$ cat src/rtl/bp_pkg.sv
// Fixed-point constants, FSM state type and saturation helper shared by the
// backprop delta-out engine and its MAC.
package bp_pkg;

    localparam int DEF_WIDTH = 24;
    localparam int DEF_FRAC  = 20;

    localparam logic signed [DEF_WIDTH-1:0] ONE   = DEF_WIDTH'(1 << DEF_FRAC);
    localparam logic signed [DEF_WIDTH-1:0] W_MAX = {1'b0, {(DEF_WIDTH-1){1'b1}}};
    localparam logic signed [DEF_WIDTH-1:0] W_MIN = {1'b1, {(DEF_WIDTH-1){1'b0}}};

    typedef enum logic [1:0] {
        IDLE,
        RUN,
        DRAIN
    } state_t;

    // Clamp a sign-extended value into the signed range of out_width bits.
    function automatic logic signed [63:0] sat_w(input logic signed [63:0] value,
                                                 input int unsigned out_width);
        logic signed [63:0] hi;
        logic signed [63:0] lo;
        hi = (64'sd1 <<< (out_width - 1)) - 64'sd1;
        lo = -(64'sd1 <<< (out_width - 1));
        if (value > hi) return hi;
        if (value < lo) return lo;
        return value;
    endfunction

endpackage

$ cat src/rtl/bp_dout_engine_mac_sat.sv
// Registered multiply-accumulate with floor-shifted products and an
// accumulator that saturates at its own WIDTH+GUARD bounds.
module mac_sat #(
    parameter int WIDTH = 24,
    parameter int FRAC  = 20,
    parameter int GUARD = 6
) (
    input  logic                          clk,
    input  logic                          rst,
    input  logic                          first,
    input  logic                          valid,
    input  logic signed [WIDTH-1:0]       i_x,
    input  logic signed [WIDTH-1:0]       i_m,
    output logic signed [WIDTH+GUARD-1:0] o_acc,
    output logic                          o_sat_evt
);
    import bp_pkg::*;

    localparam int AW = WIDTH + GUARD;
    localparam int PW = 2 * WIDTH;

    logic signed [AW-1:0] acc_q, acc_d;
    logic                 sat_evt_q, sat_evt_d;
    logic signed [PW-1:0] prod_full, prod;
    logic signed [63:0]   sum_wide, sum_sat;

    // The first flag drops the old sum so consecutive outputs need no idle cycle.
    always_comb begin
        prod_full = i_x * i_m;
        prod      = prod_full >>> FRAC;
        sum_wide  = {{(64-PW){prod[PW-1]}}, prod}
                  + (first ? 64'sd0 : {{(64-AW){acc_q[AW-1]}}, acc_q});
        sum_sat   = sat_w(sum_wide, AW);
        acc_d     = acc_q;
        sat_evt_d = 1'b0;
        if (valid) begin
            acc_d     = sum_sat[AW-1:0];
            sat_evt_d = (sum_sat != sum_wide);
        end
    end

    always_ff @(posedge clk or posedge rst) begin
        if (rst) begin
            acc_q     <= '0;
            sat_evt_q <= 1'b0;
        end else begin
            acc_q     <= acc_d;
            sat_evt_q <= sat_evt_d;
        end
    end

    assign o_acc     = acc_q;
    assign o_sat_evt = sat_evt_q;

endmodule

$ cat src/rtl/bp_dout_engine.sv
// LSTM backprop delta-out engine: dout[j] = sum over t of dgate[t] * W[j*T+t],
// sequenced over external memories and written back one result per j.
module bp_dout_engine #(
    parameter int WIDTH    = 24,
    parameter int FRAC     = 20,
    parameter int N_IN     = 53,
    parameter int N_CELL   = 8,
    parameter int NUM_GATE = 4,
    parameter int GUARD    = 6,
    parameter int ADDR_W   = 12
) (
    input  logic              clk,
    input  logic              rst,
    input  logic              i_start,
    input  logic              i_abort,
    output logic [ADDR_W-1:0] o_dg_addr,
    input  logic [WIDTH-1:0]  i_dg_data,
    output logic [ADDR_W-1:0] o_w_addr,
    input  logic [WIDTH-1:0]  i_w_data,
    output logic              o_wr_en,
    output logic [ADDR_W-1:0] o_wr_addr,
    output logic [WIDTH-1:0]  o_wr_data,
    output logic              o_busy,
    output logic              o_done,
    output logic              o_sat
);
    import bp_pkg::*;

    localparam int T  = NUM_GATE * N_CELL;
    localparam int AW = WIDTH + GUARD;
    localparam logic [ADDR_W-1:0] T_LAST = ADDR_W'(T - 1);
    localparam logic [ADDR_W-1:0] J_LAST = ADDR_W'(N_IN - 1);

    if (N_IN * T > 2 ** ADDR_W) begin : g_cfg_check
        $error("bp_dout_engine: N_IN*T does not fit in ADDR_W address bits");
    end

    state_t            state_q, state_d;
    logic [ADDR_W-1:0] t_q, t_d, j_q, j_d, wa_q, wa_d;
    logic              iss_valid_q, iss_valid_d, iss_first_q, iss_first_d, iss_last_q, iss_last_d;
    logic              d_valid_q, d_valid_d, d_first_q, d_first_d, d_last_q, d_last_d;
    logic [ADDR_W-1:0] d_j_q, d_j_d, wr_addr_q, wr_addr_d;
    logic              wr_en_q, wr_en_d, busy_q, busy_d, done_q, done_d, sat_q, sat_d;
    logic              abort_now, clamp_evt, mac_sat_evt;
    logic signed [AW-1:0] mac_acc;
    logic signed [63:0]   acc_wide, acc_clamped;

    mac_sat #(.WIDTH(WIDTH), .FRAC(FRAC), .GUARD(GUARD)) u_mac (
        .clk       (clk),
        .rst       (rst),
        .first     (d_first_q),
        .valid     (d_valid_q & ~abort_now),
        .i_x       (i_dg_data),
        .i_m       (i_w_data),
        .o_acc     (mac_acc),
        .o_sat_evt (mac_sat_evt)
    );

    always_comb begin
        acc_wide    = {{(64-AW){mac_acc[AW-1]}}, mac_acc};
        acc_clamped = sat_w(acc_wide, WIDTH);
        clamp_evt   = wr_en_q && (acc_clamped != acc_wide);
        abort_now   = i_abort && (state_q != IDLE);
    end

    // Issue stage flags travel one stage to line up with the returning read data.
    always_comb begin
        state_d     = state_q;
        t_d         = t_q;
        j_d         = j_q;
        wa_d        = wa_q;
        iss_valid_d = 1'b0;
        iss_first_d = 1'b0;
        iss_last_d  = 1'b0;
        d_valid_d   = iss_valid_q;
        d_first_d   = iss_first_q;
        d_last_d    = iss_last_q;
        d_j_d       = j_q;
        wr_en_d     = d_valid_q && d_last_q;
        wr_addr_d   = (d_valid_q && d_last_q) ? d_j_q : '0;
        busy_d      = busy_q;
        done_d      = 1'b0;
        sat_d       = sat_q | mac_sat_evt | clamp_evt;
        case (state_q)
            IDLE: begin
                if (i_start && !i_abort) begin
                    state_d     = RUN;
                    t_d         = '0;
                    j_d         = '0;
                    wa_d        = '0;
                    iss_valid_d = 1'b1;
                    iss_first_d = 1'b1;
                    iss_last_d  = (T_LAST == '0);
                    busy_d      = 1'b1;
                    sat_d       = 1'b0;
                end
            end
            RUN: begin
                if (t_q == T_LAST && j_q == J_LAST) begin
                    state_d = DRAIN;
                end else begin
                    iss_valid_d = 1'b1;
                    wa_d        = wa_q + 1'b1;
                    if (t_q == T_LAST) begin
                        t_d = '0;
                        j_d = j_q + 1'b1;
                    end else begin
                        t_d = t_q + 1'b1;
                    end
                    iss_first_d = (t_d == '0);
                    iss_last_d  = (t_d == T_LAST);
                end
            end
            DRAIN: begin
                if (wr_en_q && wr_addr_q == J_LAST) begin
                    state_d = IDLE;
                    busy_d  = 1'b0;
                    done_d  = 1'b1;
                end
            end
            default: state_d = IDLE;
        endcase
        if (abort_now) begin
            state_d     = IDLE;
            iss_valid_d = 1'b0;
            d_valid_d   = 1'b0;
            wr_en_d     = 1'b0;
            wr_addr_d   = '0;
            busy_d      = 1'b0;
            done_d      = 1'b0;
        end
    end

    always_ff @(posedge clk or posedge rst) begin
        if (rst) begin
            state_q     <= IDLE;
            t_q         <= '0;
            j_q         <= '0;
            wa_q        <= '0;
            iss_valid_q <= 1'b0;
            iss_first_q <= 1'b0;
            iss_last_q  <= 1'b0;
            d_valid_q   <= 1'b0;
            d_first_q   <= 1'b0;
            d_last_q    <= 1'b0;
            d_j_q       <= '0;
            wr_en_q     <= 1'b0;
            wr_addr_q   <= '0;
            busy_q      <= 1'b0;
            done_q      <= 1'b0;
            sat_q       <= 1'b0;
        end else begin
            state_q     <= state_d;
            t_q         <= t_d;
            j_q         <= j_d;
            wa_q        <= wa_d;
            iss_valid_q <= iss_valid_d;
            iss_first_q <= iss_first_d;
            iss_last_q  <= iss_last_d;
            d_valid_q   <= d_valid_d;
            d_first_q   <= d_first_d;
            d_last_q    <= d_last_d;
            d_j_q       <= d_j_d;
            wr_en_q     <= wr_en_d;
            wr_addr_q   <= wr_addr_d;
            busy_q      <= busy_d;
            done_q      <= done_d;
            sat_q       <= sat_d;
        end
    end

    assign o_dg_addr = t_q;
    assign o_w_addr  = wa_q;
    assign o_wr_en   = wr_en_q;
    assign o_wr_addr = wr_addr_q;
    assign o_wr_data = wr_en_q ? acc_clamped[WIDTH-1:0] : '0;
    assign o_busy    = busy_q;
    assign o_done    = done_q;
    assign o_sat     = sat_q;

endmodule

$ cat config.mk
export PLATFORM = sky130hd
export DESIGN_NAME = bp_dout_engine
export DESIGN_NICKNAME = d
export VERILOG_FILES = /design/src/rtl/bp_pkg.sv /design/src/rtl/bp_dout_engine_mac_sat.sv /design/src/rtl/bp_dout_engine.sv
export SDC_FILE = /design/constraint.sdc
export NUM_CORES = 2
export LEC_CHECK = 0
export CAP_MARGIN = 20
export CORE_UTILIZATION = 40
export CTS_BUF_LIST = sky130_fd_sc_hd__clkbuf_16
export DETAILED_ROUTE_END_ITERATION = 10
export GPL_TIMING_DRIVEN = 1
export PLACE_DENSITY = 0.63
export SLEW_MARGIN = 15
export SYNTH_ARGS = -nofsm -noshare
export SYNTH_HDL_FRONTEND = slang
export SYNTH_SLANG_ARGS = --single-unit
$ cat constraint.sdc
create_clock -name clk -period 5.1 [get_ports clk]
set_input_delay 0.51 -clock clk [delete_from_list [all_inputs] [get_ports clk]]
set_output_delay 0.51 -clock clk [all_outputs]
set_load 0.01 [all_outputs]
==> flow_metrics.py <==
metrics = {
    "synth": {
        "synth_xor_area_frac": 0.02342,
        "yosys-top-cells-count": "inv_1 (644), fa_1 (610), nand2_1 (343)",
        "synth_area_leaders": "fa_1 (44%), dfrtp_1 (9.3%), inv_1 (8.7%)",
        "netlist.area_leader.share": 0.4413,
        "synth_edf_count": 0,
        "synth.distinct_cells": 88,
        "yosysWarnings": 0,
        "synth_top_cell_by_area": "fa_1",
        "synth_compound_area_frac": 0.07478,
        "syn_area_um2": 27670,
        "synth_cells": 3025,
        "async_flop_share": 1.000,
        "synthSimpleGateAreaFrac": 0.1813,
        "ys_seq_elements": 103,
        "synth_top_family_by_area": "adder cells",
        "synth.net_count": 3857,
        "yosysSeqAreaShare": 0.09314,
        "postSynthAreaPerCell_um2": 9.148,
        "yosys.cell_count.top_type": "inv_1",
        "synth_mux_area_frac": 0.001447,
        "synthAdderAreaFrac": 0.5181,
        "synthFlopType": "dfrtp_1",
    },
    "critical_path": {
        "startpoint": "i_dg_data[20]",
        "cp_common_cell": "fa_1",
        "cp_num_buf_inv": 10,
        "reg2reg_depth": 20,
        "critPathTopFamily": "adder cells",
        "rr_startpoint": "d_first_q",
        "crit_path_top_delay_cell": "fa_2",
        "cp.arrival_ns": 10.27,
        "worst-setup-path-type": "primary input to register",
        "cp-start-kind": "primary input",
        "r2r-end": "u_mac.o_sat_evt",
        "crit_end": "u_mac.o_sat_evt",
        "cp_max_fo": 6,
        "max_stage_delay_ns": 0.58,
        "r2r_slack_ns": 0.53,
        "path_depth": 44,
        "cp_data_required_time_ns": 5.33,
        "crit_path_end_kind": "register",
    },
    "worst_hold_path": {
        "hp-class": "register to register",
        "hp-start": "d_first_d",
    },
    "place": {
        "hpwl_mm": 62.07,
        "place_ws_ns": -5.807,
        "port_buffers": 115,
        "post-place-cells": 4331,
        "routabilityCongestion": 0.8561,
    },
    "drt": {
        "drt_first_pass_iters": 6,
        "num_vias": 22530,
        "drc": 0,
        "first_iter_violations": 1202,
        "vias_per_cell": 5.043,
        "wl_per_cell_um": 17.65,
        "ant_nets": 0,
        "wl_mm": 78.83,
    },
    "clock_tree": {
        "ctsHtreeMaxLevel": 3,
        "cts_buffer_depth": 2,
        "ctsRootBufferMaster": "clkbuf_16",
        "cts_hold_buf": 0,
        "cts_made_buffers": 9,
        "cts.clk_slew.worst_paths_ns": 0.07,
        "cts_tree": "done",
        "worstSkewPairLatency_ns": 0.35,
        "cts.sinks": 103,
    },
    "grt": {
        "grt-ovfl-total": 0,
        "antenna_found_initial": 1,
        "grt_pass1_vias": 24210,
        "grt_max_degree": 64,
        "grt_pass1_wl_mm": 131.1,
        "grt.total_usage": 0.2363,
    },
    "layout": {
        "syn_to_final_growth_pct": 30.90,
        "seqCellArea_um2": 2577,
        "drive_gt1_frac": 0.2399,
        "fin_nets": 4412,
        "multi_input_area_um2": 23120,
        "fillCellCount": 6135,
        "final_cells": 4467,
        "diodes": 0,
    },
    "floorplanning": {
        "die_w_um": 265.0,
        "fp.dieH_um": 265.0,
        "initial_core_util": 0.4042,
        "num_rows": 96,
        "io_pins": 116,
        "core-area_um2": 68470,
        "die-area_um2": 70240,
    },
    "sta": {
        "worstMarginPinSlew_ns": 0.8820,
        "finalSetupViolations": 31,
        "finClkSkew_ns": 0.008811,
        "slew_headroom": 0.4120,
        "post-route-min-period_ns": 10.04,
        "finalHoldViolCount": 0,
        "slew_viol_final": 0,
        "fmax_mhz": 99.57,
        "fin_ws_ns": -4.943,
        "finalSetupTns_ns": -149.83,
        "fin_crit_sh": 1.969,
        "rsz0062_at_grt": "yes",
    },
    "job": {
        "maxCapViolCount": 0,
    },
    "status": {
        "violations": "negative setup slack",
        "status": "complete, but fails checks",
    },
}
==> cells by family (layout without fill, tap and decap cells) <==
family,after synthesis,in the layout
muxes,4,4
AOI/OAI and AO/OA,301,301
buffers and inverters,783,1341
and+or+nand+nor,980,982
adders and majority gates,780,780
DFF,103,103
xor gates and xnor gates,74,74
==> area by class of cell <==
class | instances | area share
Multi-Input combinational cell | 2141 | 0.6382
Tap cell | 882 | 0.03046
Clock buffer | 9 | 0.006217
Timing Repair inverter | 1 | 0.0004490
Timing Repair Buffer | 679 | 0.1839
Clock inverter | 7 | 0.002176
Sequential cell | 103 | 0.07115
Inverter | 645 | 0.06749
==> registers in the layout (all words and copies together) (netlist names), 2 cells and up <==
name and flops:
d_j_q 12, u_mac.o_acc 30, state_q 2, o_wr_addr 12, o_w_addr 12, d_j_d 12
o_dg_addr 12
==> repair_timing <==
action                     in CTS  in global routing
gates cloned                   26                  0
setup endpoints to repair      31                 31
gates resized for setup       367                 65
pin swaps                     215                 36
buffers inserted               83                 13
==> cell usage in the layout, fill, tap and decap left out, types with 24 or more instances in the layout <==
cell type and instances:
inv_1 604, a21oi_1 45, buf_12 56, fa_1 584
xnor2_1 35, buf_4 451, clkdlybuf4s50_1 68, o21ai_0 44
xor2_1 37, o21a_1 29, buf_6 42, nor2_1 90
a21o_1 24, and2_4 44, inv_2 35, ha_1 149
and2_1 248, nor2b_1 59, nand2_1 329, fa_2 26
dfrtp_1 103, nand4_1 26, nand3_1 30
==> metal layers <==
layer  track usage  up-vias  part of all wire
li1              -    10280                 -
met4       0.06749        0             0.031
met1        0.3193    11430              0.42
met3       0.02787      131             0.054
met5             0        -                 0
met2        0.3999      686              0.49
==> through the flow <==
| step | hold slack (ns) | utilization | cell area (µm²) |
|---|---|---|---|
| after floorplan | 0.3312 | - | 28090 |
| after global placement | 0.3319 | 0.4902 | 33560 |
| after detailed placement | 0.3509 | 0.4902 | 33560 |
| after CTS | 0.3683 | 0.5252 | 35960 |
| after global routing | 0.3686 | 0.5291 | 36230 |
| final | 0.3651 | 0.5291 | 36230 |
==> how the worst min path moves through the flow <==
stage                      endpoint  slack, ns  cells past startpoint
after floorplan           d_first_q       0.33                      0
after detailed placement  d_first_q       0.35                      0
after global routing       d_last_q       0.37                      0
final                     d_first_q       0.37                      0
after CTS                 d_first_q       0.37                      0
after global placement     d_last_q       0.33                      0
Power is not shown: default switching activity piles up to over one toggle a cycle in this logic, so the estimate is an artifact.
